==> config.mk <==
export PLATFORM = sky130hd
export DESIGN_NAME = reg_write_decoder
export DESIGN_NICKNAME = d
export VERILOG_FILES = /design/src/rtl/reg_write_decoder.sv
export SDC_FILE = /design/constraint.sdc
export NUM_CORES = 1
export LEC_CHECK = 0
export CAP_MARGIN = 10
export CORE_MARGIN = 1.5
export CORE_UTILIZATION = 50
export CTS_BUF_LIST = sky130_fd_sc_hd__clkbuf_16
export DETAILED_ROUTE_END_ITERATION = 7
export GPL_TIMING_DRIVEN = 0
export PLACE_DENSITY = 0.82
export SKIP_CTS_REPAIR_TIMING = 1
export SLEW_MARGIN = 20
export SYNTH_ARGS = -nofsm -noshare
export SYNTH_HDL_FRONTEND = slang
export SYNTH_SLANG_ARGS = --single-unit
==> constraint.sdc <==
create_clock -name clk -period 5.54 [get_ports clk]
set_input_delay 1.108 -clock clk [delete_from_list [all_inputs] [get_ports clk]]
set_output_delay 1.108 -clock clk [all_outputs]
set_load 0.05 [all_outputs]
==> src/rtl/reg_write_decoder.sv <==
// reg_write_decoder: Avalon-MM write decoder with byte-lane merge and 2-entry command queue
module reg_write_decoder #(
  parameter int WIDTH = 32
) (
  input  logic               clk,
  input  logic               reset,
  input  logic [2:0]         address,
  input  logic               write,
  input  logic [WIDTH-1:0]   writedata,
  input  logic [WIDTH/8-1:0] byteenable,
  output logic               waitrequest,
  output logic [WIDTH-1:0]   reg1Data,
  output logic [WIDTH-1:0]   reg2Data,
  output logic               cmd_valid,
  output logic               cmd_reg,
  output logic [WIDTH-1:0]   cmd_data,
  input  logic               cmd_ready
);
  logic [WIDTH-1:0] reg1_q, reg1_d, reg2_q, reg2_d, d0_q, d0_d, d1_q, d1_d, old, merged;
  logic [1:0] count_q, count_d;
  logic r0_q, r0_d, r1_q, r1_d, sel1, sel2, push, pop, lvl0;
  // Merge the incoming byte lanes over the currently held value of the target register
  always_comb begin
    sel1 = address == 3'b001;
    sel2 = address == 3'b100;
    old = sel2 ? reg2_q : reg1_q;
    merged = old;
    for (int i = 0; i < WIDTH/8; i++) merged[8*i+:8] = byteenable[i] ? writedata[8*i+:8] : old[8*i+:8];
  end
  // Next state: register update, queue push into first free slot after any pop, head shift on pop
  always_comb begin
    push = write && count_q != 2'd2 && (sel1 || sel2);
    pop = count_q != 2'd0 && cmd_ready;
    lvl0 = pop ? count_q == 2'd1 : count_q == 2'd0;
    reg1_d = push && sel1 ? merged : reg1_q;
    reg2_d = push && sel2 ? merged : reg2_q;
    r0_d = push && lvl0 ? sel2 : pop ? r1_q : r0_q;
    d0_d = push && lvl0 ? merged : pop ? d1_q : d0_q;
    r1_d = push && !lvl0 ? sel2 : r1_q;
    d1_d = push && !lvl0 ? merged : d1_q;
    count_d = count_q + {1'b0, push} - {1'b0, pop};
  end
  // State registers, cleared asynchronously
  always_ff @(posedge clk or posedge reset) begin
    if (reset) begin
      reg1_q <= '0;
      reg2_q <= '0;
      r0_q <= 1'b0;
      r1_q <= 1'b0;
      d0_q <= '0;
      d1_q <= '0;
      count_q <= 2'd0;
    end else begin
      reg1_q <= reg1_d;
      reg2_q <= reg2_d;
      r0_q <= r0_d;
      r1_q <= r1_d;
      d0_q <= d0_d;
      d1_q <= d1_d;
      count_q <= count_d;
    end
  end
  assign waitrequest = count_q == 2'd2;
  assign cmd_valid = count_q != 2'd0;
  assign cmd_reg = r0_q;
  assign cmd_data = d0_q;
  assign reg1Data = reg1_q;
  assign reg2Data = reg2_q;
endmodule

After elaboration in Yosys (flattened, before gate mapping) --
Index checks and enable logic that the tools add are counted.
Storage, ports and cells: register bits after elaboration 132, bits of input ports 43, output and inout port bits 99, logic and storage cells 36
Cells by class: add/subtract/negate cells 2, equal/unequal tests 5, multiplexer cells 10, reduce and logical (&&, ||, !) cells 12
Operators with widths (number):
- $mux W32 | 3
- $mux W8 | 4
- $logic_and A1 B1 Y1 | 7
- $reduce_bool A2 Y1 | 2
- $eq A3 B1 Y1 const B | 1
- $eq A3 B3 Y1 const B | 1
- $mux W1 | 3
- $add A2 B1 Y2 | 1
- $eq A2 B1 Y1 const B | 1
- $eq A2 B2 Y1 const B | 1
- $logic_not A2 Y1 | 1
- $ne A2 B2 Y1 const B | 1
- $sub A2 B1 Y2 | 1
- $logic_not A1 Y1 | 1
- $logic_or A1 B1 Y1 | 1

Depth between registers and ports, before layout --
depth after elaboration 5, gate-level depth with buffers 9, gate-level depth less buffers 7

Least setup slack after synthesis --
OpenSTA, ideal clock, no wires.
path type input -> register, from input cmd_ready, to register count_q[1], library setup time 0.123 ns, arrival time 2.336 ns, data required time 5.417 ns, setup slack 3.081 ns, cell stages on the path 8, buffers on the path 1, cell sequence o21ai_2 clkinv_1 clkbuf_1 ha_1 inv_1 ha_1 xnor2_1 xnor2_1
Between the ends: cells in the longest elaborated chain, start to end 2
Ends and longest elaborated chain:
- from (decl) | RTL line 17 | input logic cmd_ready
- $logic_and A1 B1 Y1 | RTL line 33 | pop = count_q != 2'd0 && cmd_ready;
- $sub A2 B1 Y2 | RTL line 41 | count_d = count_q + {1'b0, push} - {1'b0, pop};
- named net count_d[1] | RTL line 20 | logic [1:0] count_q, count_d;
- to (signal assigned) | RTL line 60 | count_q <= count_d;
- to (decl) | RTL line 20
The timed path passes the listed nets, and every way through them passes these cells. A chain may end at the register's enable or synchronous reset.

Worst setup path after layout --
from register count_q[1], to output cmd_valid
Between the ends: cells in the longest elaborated chain, start to end 1
Ends and longest elaborated chain:
- $reduce_bool A2 Y1 | RTL line 64 | assign cmd_valid = count_q != 2'd0;
- to (decl) | RTL line 14 | output logic cmd_valid,
Every way passes these cells.

==> metrics.txt <==
initial core utilization 51.2%; Yosys top cell by area dfrtp_1; number of global-route vias before repair 5154; Hold Path Sink d1_q[24]$_DFFE_PP0P_; Yosys top cell area share 56.8%; dpl ws 2210 ps; final setup violating endpoints 0; Startpoint Class flop; area taken by multi-input logic gates 2310 um^2; root buf cell clkbuf_16; met2 WL 7870 um; sequential area share after synthesis 56.8%; clock transition at the registers of the reported paths 60 ps; clk sinks 132; RSZ-0062 raised after global routing no; Reg area 3300 um^2; minimum clock period 3050 ps; Worst Max-Slew Pin Slew 692 ps; Layout area overhead 37.7%; Peak VDD IR 0.407 mV; Clk Latency, worst-skew pair 410 ps; DRC 0; Final Cycle Share 55.1%; buffers added on ports 137; HPWL Detailed 10800 um; Commonest cells post-synth dfrtp_1 (132), nand2_1 (97), o21ai_1 (59); worst min path class flop to flop; Routed WL 15700 um; Min-Delay Path Depth 2; Reg2Reg Depth 9; first-pass GRT wire length 25800 um; Max Fclk 327 MHz; Netlist Area Pre-Place 5820 um^2; post-route clock skew 6.58 ps; Final Max Slew Viols 0; DR vias/cell 5.65; Lkg Pwr 3.58 nW; 1st-iter DRT viols 260; CTS tree yes; Pwr per Cell Area 678 nW/um^2; outcome finished, final reports clean; chip width 111 um; layout cells sized above 1 7.21%; ys flop type dfrtp_1; Fin Hold WS 486 ps; total power 5.43 mW; count leader, synth dfrtp_1; Crit path required time 4430 ps; final core utilization 70.5%; Die Ht 111 um; worst r2r src count_q[1]$_DFF_PP0_; Hold Crit Start d1_q[24]$_DFFE_PP0P_; gr ovfl total 0; Mapped Cells 552; CP max FO 8; initial antenna violation count 0; wire length on met3 918 um; fill count 851; worst path arrival time 1950 ps; synthesized net count 597; I/O Pins 142; Crit. End Element output pin; H-tree lvl count 4; Antenna diodes 0; Worst R2R Setup Slack 3170 ps; Top Layer Used met4; ANT nets after route 0; ys async rst share 100%; nets@finish 754; largest net degree at the start of global routing 78; syn_area_per_cell 10.5 um^2; CTS buffer count 17; cells taking the most area after synthesis dfrtp_1 (57%), nand2_1 (6.3%), mux2_1 (5.8%); Post-synth EDFFs 0; worst setup margin 2490 ps; DRT met1 WL 6650 um; critical path type flop to output pin; Synthesis Warnings 0; Tot GR Track Use 26.3%; Clock Path Buffers 2; Max Cap Violations 0; worst rel slew slack 53.8%; RR Endpoint count_q[1]$_DFF_PP0_; vias post-DR 4882; die area 12300 um^2; Seq cells post-synth 132; # rows 39; Core Region 11400 um^2; per-cell routed wire length 18.2 um; Synth cell types 33; Hold Fails Final Rpt 0; GP Congestion 0.769; total iterations of the first detailed-routing run 5
## layer usage
| metal | up-vias | global-route usage, % |
|---|---|---|
| met5 | - | 0 |
| met1 | 2424 | 34.1 |
| li1 | 2245 | - |
| met4 | 0 | 10.5 |
| met3 | 28 | 6.01 |
| met2 | 185 | 43.2 |
## report_power, final
part	total, mW	internal [mW]	switching, mW
Clock	1.16	0.748	0.415
Sequential	1.66	1.38	0.282
Combinational	2.61	0.881	1.73
## logic make-up (layout without fill, tap and decap cells)
| logic type | after synthesis | in the layout | share of synthesized area (%) |
|---|---|---|---|
| AO/OA/AOI/OAI | 165 | 165 | 15.9 |
| XOR/XNOR | 3 | 3 | 0.452 |
| adder cells (fa/ha/maj) | 2 | 2 | 0.430 |
| buffers and inverters | 45 | 214 | 3.48 |
| flip-flops | 132 | 132 | 56.8 |
| multiplexers | 64 | 64 | 11.7 |
| AND/OR/NAND/NOR | 141 | 141 | 11.3 |
## placed cells by master, fill, tap and decap left out, types with 2 or more instances in the layout
cell type / netlist / layout
clkdlybuf4s50_1: 0 / 137
dfrtp_1: 132 / 132
nand2_1: 97 / 97
o21ai_1: 59 / 59
o21ai_0: 38 / 38
mux2i_1: 32 / 32
and2_1: 32 / 32
a211oi_1: 32 / 32
a21oi_1: 32 / 32
mux2_1: 30 / 30
clkbuf_1: 20 / 20
clkbuf_16: 0 / 17
buf_2: 9 / 9
buf_1: 7 / 7
buf_4: 4 / 4
bufinv_16: 0 / 4
inv_1: 3 / 3
clkinv_4: 0 / 3
mux2_2: 2 / 2
nor2b_1: 2 / 2
nand4b_1: 2 / 2
clkinv_1: 1 / 2
xnor2_1: 2 / 2
inv_6: 0 / 2
nor2_1: 2 / 2
ha_1: 2 / 2
clkinv_2: 0 / 2
clkinvlp_4: 0 / 2
## cell type report
| type | count | share of cell area [%] |
|---|---|---|
| multi-input combinational | 375 | 28.9 |
| clock buffer | 17 | 5.31 |
| sequential | 132 | 41.2 |
| inverter | 4 | 0.250 |
| buffer | 41 | 2.34 |
| clock inverter | 14 | 2.34 |
| timing repair buffer | 138 | 17.5 |
| tap | 143 | 2.23 |
## worst max-delay path by stage
stage	slack [ps]	cells after the start	end	startpoint
4_1_cts	2480	3	cmd_valid	count_q[1]$_DFF_PP0_
2_1_floorplan	910	1	cmd_data[0]$_DFFE_PP0P_	reset
5_1_grt	2420	3	waitrequest	count_q[0]$_DFF_PP0_
3_3_place_gp	-670	2	reg1Data[20]$_DFFE_PP0P_	reset
6_report	2490	3	cmd_valid	count_q[1]$_DFF_PP0_
3_5_place_dp	2210	6	reg1Data[24]$_DFFE_PP0P_	address[2]
## per-stage QoR
| step | instances | setup TNS, ps | instance area, um^2 |
|---|---|---|---|
| 3_3_place_gp | 832 | -87580 | 7370 |
| 2_1_floorplan | 552 | 0 | 5820 |
| 3_5_place_dp | 833 | 0 | 7400 |
| 4_1_cts | 864 | 0 | 8010 |
| 5_1_grt | 864 | 0 | 8010 |
| 6_report | 864 | 0 | 8010 |
## critical path, cell delays in order (launching register included)
cell	delay [ps]
dfrtp_1	360
buf_2	160
or2_2	310
clkdlybuf4s50_1	700
Note: power is estimated with default switching activity, not from simulation.
